`src/rtl/gf180mcu_fd_sc_mcu7t5v0_decap_seq.sv`:
```
// Staged enable/disable sequencer for switched decap banks (thermometer ramp, STEP cycles per bank).
// Define GF180MCU_DECAP_SEQ_FAST_OFF_EN to drop all banks at once on disable instead of ramping down.
module gf180mcu_fd_sc_mcu7t5v0_decap_seq #(
  parameter int NBANK = 8,
  parameter int STEP  = 16
) (
  input  logic             CLK,
  input  logic             RN,
  input  logic             EN,
  input  logic             HOLD,
  output logic [NBANK-1:0] BANK_EN,
  output logic             READY,
  output logic             BUSY
);

  typedef enum logic [1:0] {OFF, UP, ON, DOWN} state_e;

  localparam logic [7:0] TLAST = 8'(STEP - 1);

  state_e           state_q, state_d;
  logic [7:0]       timer_q, timer_d;
  logic [NBANK-1:0] bank_q, bank_d;
  logic             ready_q, busy_q;
  logic             step_hit;

  assign step_hit = (timer_q == TLAST);

  always_comb begin
    state_d = state_q;
    timer_d = timer_q;
    bank_d  = bank_q;
    case (state_q)
      OFF: begin
        bank_d = '0;
        if (EN) begin
          state_d = UP;
          timer_d = '0;
        end
      end
      UP: begin
        if (!EN) begin
          timer_d = '0;
`ifdef GF180MCU_DECAP_SEQ_FAST_OFF_EN
          bank_d  = '0;
          state_d = OFF;
`else
          state_d = DOWN;
`endif
        end else if (!HOLD) begin
          if (step_hit) begin
            timer_d = '0;
            bank_d  = {bank_q[NBANK-2:0], 1'b1};
            // The change that lights the top bank completes the ramp.
            if (bank_d[NBANK-1]) state_d = ON;
          end else begin
            timer_d = timer_q + 8'd1;
          end
        end
      end
      ON: begin
        timer_d = '0;
        if (!EN) begin
`ifdef GF180MCU_DECAP_SEQ_FAST_OFF_EN
          bank_d  = '0;
          state_d = OFF;
`else
          state_d = DOWN;
`endif
        end
      end
      DOWN: begin
        if (EN) begin
          state_d = UP;
          timer_d = '0;
        end else begin
`ifdef GF180MCU_DECAP_SEQ_FAST_OFF_EN
          timer_d = '0;
          bank_d  = '0;
          state_d = OFF;
`else
          if (!HOLD) begin
            if (step_hit) begin
              timer_d = '0;
              bank_d  = bank_q >> 1;
              if (bank_d == '0) state_d = OFF;
            end else begin
              timer_d = timer_q + 8'd1;
            end
          end
`endif
        end
      end
      default: begin
        state_d = OFF;
        timer_d = '0;
        bank_d  = '0;
      end
    endcase
  end

  always_ff @(posedge CLK or negedge RN) begin
    if (!RN) begin
      state_q <= OFF;
      timer_q <= '0;
      bank_q  <= '0;
      ready_q <= 1'b0;
      busy_q  <= 1'b0;
    end else begin
      state_q <= state_d;
      timer_q <= timer_d;
      bank_q  <= bank_d;
      ready_q <= (state_d == ON);
      busy_q  <= (state_d == UP) || (state_d == DOWN);
    end
  end

  assign BANK_EN = bank_q;
  assign READY   = ready_q;
  assign BUSY    = busy_q;

endmodule
```
`config.mk`:
```
export PLATFORM = sky130hd
export DESIGN_NAME = gf180mcu_fd_sc_mcu7t5v0_decap_seq
export DESIGN_NICKNAME = d
export VERILOG_FILES = /design/src/rtl/gf180mcu_fd_sc_mcu7t5v0_decap_seq.sv
export SDC_FILE = /design/constraint.sdc
export NUM_CORES = 1
export LEC_CHECK = 0
export CORE_UTILIZATION = 50
export DETAILED_ROUTE_END_ITERATION = 8
export GPL_ROUTABILITY_DRIVEN = 0
export GPL_TIMING_DRIVEN = 0
export PLACE_DENSITY = 0.72
export SYNTH_ARGS = -nofsm -noshare
export SYNTH_HDL_FRONTEND = slang
export SYNTH_SLANG_ARGS = --single-unit
```
`constraint.sdc`:
```
create_clock -name CLK -period 2.5 [get_ports CLK]
set_input_delay 0.25 -clock CLK [delete_from_list [all_inputs] [get_ports CLK]]
set_output_delay 0.25 -clock CLK [all_outputs]
set_load 0.005 [all_outputs]
```
==> results.md <==
* Drt initial violations at 38
* Pwr/cell area at 390 nW/um^2
* Area of the die at 2630 um^2
* Total track usage at 22.1%
* Worst-Skew Late Latency at 0.30 ns
* Post-synthesis sequential area ratio at 41.2%
* Cell family with most CP delay: simple AND/OR/NAND/NOR gates
* Setup TNS at 0 ns
* ANT cells at 0
* Core area at 2250 um^2
* Via density at 6.11
* ANT nets after route at 0
* Die Wd at 51.3 um
* Crit share post-route at 78.5%
* Grt ovf at 0
* #FFs+latches synth at 20
* Maximum clock rate at 509 MHz
* CTS Hold Buffers Added at 0
* LEAKAGE at 0.558 nW
* Num CTS Buffers at 3
* Largest net degree at the start of global routing at 21
* Syn Nets at 136
* CP Launch Type: flop
* Clock tree buffer depth at 2
* Starting density of the core at 53.9%
* Vias in the first global route at 927
* Worst Tran Pin Value at 0.895 ns
* Clock tree sinks at 20
* Clock slew at reported path FFs at 0.11 ns
* Port bufs at 13
* Io pins at 14
* Crit Path Class: reg2reg
* Hold_ws at 0.441 ns
* Post-DP HPWL at 1.82 mm
* Endpoint class of the critical path: flop
* Nets at 154
* Crit path time final at 1.96 ns
* Crit-path cells: nor4_4 -> nand2_4 -> a22o_4 -> a221o_1
* Drt drc at 0
* Clk root buf: clkbuf_4
* RSZ-0062 raised after global routing: false
* Synth unique cells at 34
* Die Y at 51.3 um
* Global-route wire length before repair at 4.30 mm
* FP Rows at 17
* Wirelength, routed at 2.67 mm
* H-tree depth at 1
* Max-slew violations at 0
* Final Hold Viols at 0
* Area contributors post-synth: dfrtp_1 (41%), mux2_2 (5.6%), a21oi_1 (4.9%)
* Worst EP required at 2.69 ns
* Antenna violations before repair at 0
* # resized after CTS at 0
* Proportion of layout cells with a drive suffix above 1 at 10.9%
* Crit-path slowest cell: nor4_4
* Via count at 1069
* Setup Buffers After CTS at 0
* Data arrival, critical path at 2.16 ns
* Leading area contributor after synthesis: dfrtp_1
* WP buf/inv at 0
* CP peak stage delay at 0.62 ns
* Status: complete, no violations
* Syn Area/Cell at 9.28 um^2
* Post-Route Skew at 0.00147 ns
* Rel. slew slack at 40.2%
* # setup viols final at 0
* Share of the synthesized area in the top cell type at 41.2%
* Area Growth Syn to Fin at 15.4%
* VDD IR-drop max at 0.000293 V
* Mapped Area at 1220 um^2
* Max_cap viols at 0
* Crit-path max FO at 9
* Synth Instances at 131
* R2R setup slack at 0.54 ns
* CTS tree: built
* Ys Warns at 0
* Hold crit path type: in2async
* DR pass1 iterations at 4
* WL/cell at 15.2 um
## cell usage in the layout (no fill, tap or decap), types with 2 or more instances in the layout
| cell type | instances |
|---|---|
| nand3_1 | 5 |
| nor2b_1 | 2 |
| xnor2_1 | 5 |
| nand2b_1 | 3 |
| and3_1 | 2 |
| clkbuf_1 | 6 |
| a221o_1 | 6 |
| nand2_1 | 12 |
| mux2_2 | 6 |
| nand4_1 | 9 |
| buf_2 | 3 |
| xor2_1 | 2 |
| nor2_1 | 8 |
| clkbuf_4 | 3 |
| nor4_1 | 2 |
| a31oi_1 | 3 |
| dfrtp_1 | 20 |
| clkdlybuf4s50_1 | 13 |
| nor3_1 | 3 |
| o21ai_0 | 5 |
| inv_1 | 3 |
| a21oi_1 | 12 |
## logic make-up after synthesis
logic type | after synthesis | share of synthesized area (%)
buffers and inverters | 12 | 4.01
AO/OA/AOI/OAI | 32 | 18.3
multiplexers | 6 | 5.56
adder cells (fa/ha/maj) | 1 | 1.03
flip-flops | 20 | 41.2
AND/OR/NAND/NOR | 53 | 24.9
XOR/XNOR | 7 | 5.04
## through the flow
step | utilization, % | cell area, um^2 | std cells | worst slack [ns] | total power [mW]
floorplan | - | 1220 | 131 | 0.782 | 0.375
global placement | 61.3 | 1380 | 172 | 0.376 | 0.396
detailed placement | 61.3 | 1380 | 172 | 0.352 | 0.398
CTS | 62.3 | 1400 | 175 | 0.541 | 0.548
global route | 62.3 | 1400 | 175 | 0.425 | 0.577
finish | 62.3 | 1400 | 175 | 0.537 | 0.547
## cell usage after synthesis
| master | number |
|---|---|
| a211oi_1 | 1 |
| a21oi_1 | 12 |
| a221o_1 | 6 |
| a221oi_1 | 1 |
| a22o_4 | 1 |
| a31oi_1 | 3 |
| and2_0 | 1 |
| and3_1 | 2 |
| and4b_1 | 1 |
| buf_2 | 3 |
| clkbuf_1 | 6 |
| dfrtp_1 | 20 |
| ha_1 | 1 |
| inv_1 | 3 |
| mux2_2 | 6 |
| nand2_1 | 12 |
| nand2_4 | 1 |
| nand2b_1 | 3 |
| nand3_1 | 5 |
| nand4_1 | 9 |
| nand4b_1 | 1 |
| nor2_1 | 8 |
| nor2b_1 | 2 |
| nor3_1 | 3 |
| nor3_2 | 1 |
| nor3b_1 | 1 |
| nor4_1 | 2 |
| nor4_4 | 1 |
| o211ai_1 | 1 |
| o21ai_0 | 5 |
| o221ai_1 | 1 |
| o32ai_1 | 1 |
| xnor2_1 | 5 |
| xor2_1 | 2 |
## final cells by class
class                   instances  area (um^2)
fillers                       197          851
multi-input cells              99          667
flip-flops and latches         20          500
repair buffers                 13          130
plain buffers                   9         37.5
well taps                      28         35.0
clock buffers                   3         22.5
inverters                       3         11.3
## metal layers
metal | track usage (%) | wire length, um | vias to the layer above
li1 | - | - | 524
met4 | 4.95 | 10 | 0
met1 | 33.8 | 1340 | 509
met2 | 30.9 | 1170 | 33
met5 | 0 | 0 | -
met3 | 5.65 | 145 | 3
## sequential cells by signal (all words and copies together) (netlist names)
name	cells
timer_q	8
BUSY	1
READY	1
state_q	2
BANK_EN	8
## final timing paths
kind                       startpoint    endpoint  cells past startpoint
setup / recovery           timer_q[4]  BANK_EN[2]                      4
min in group CLK           timer_q[1]  timer_q[1]                      2
max in group asynchronous          RN  BANK_EN[4]                      1
hold reg to reg            timer_q[1]  timer_q[1]                      2
hold / removal                     RN  timer_q[5]                      1
setup reg to reg           timer_q[4]  BANK_EN[2]                      4
## worst register-to-register path, stage by stage, from the launching register on
cell	delay, ns
dfrtp_1	0.46
nor4_4	0.62
nand2_4	0.15
a22o_4	0.33
a221o_1	0.30
## where the power goes
part | leakage (nW) | switching, mW | internal [mW]
logic | 0.279 | 0.0390 | 0.0196
registers | 0.265 | 0.00485 | 0.329
clock network | 0.0138 | 0.0989 | 0.0562
Note: power is estimated with default switching activity, not from simulation.
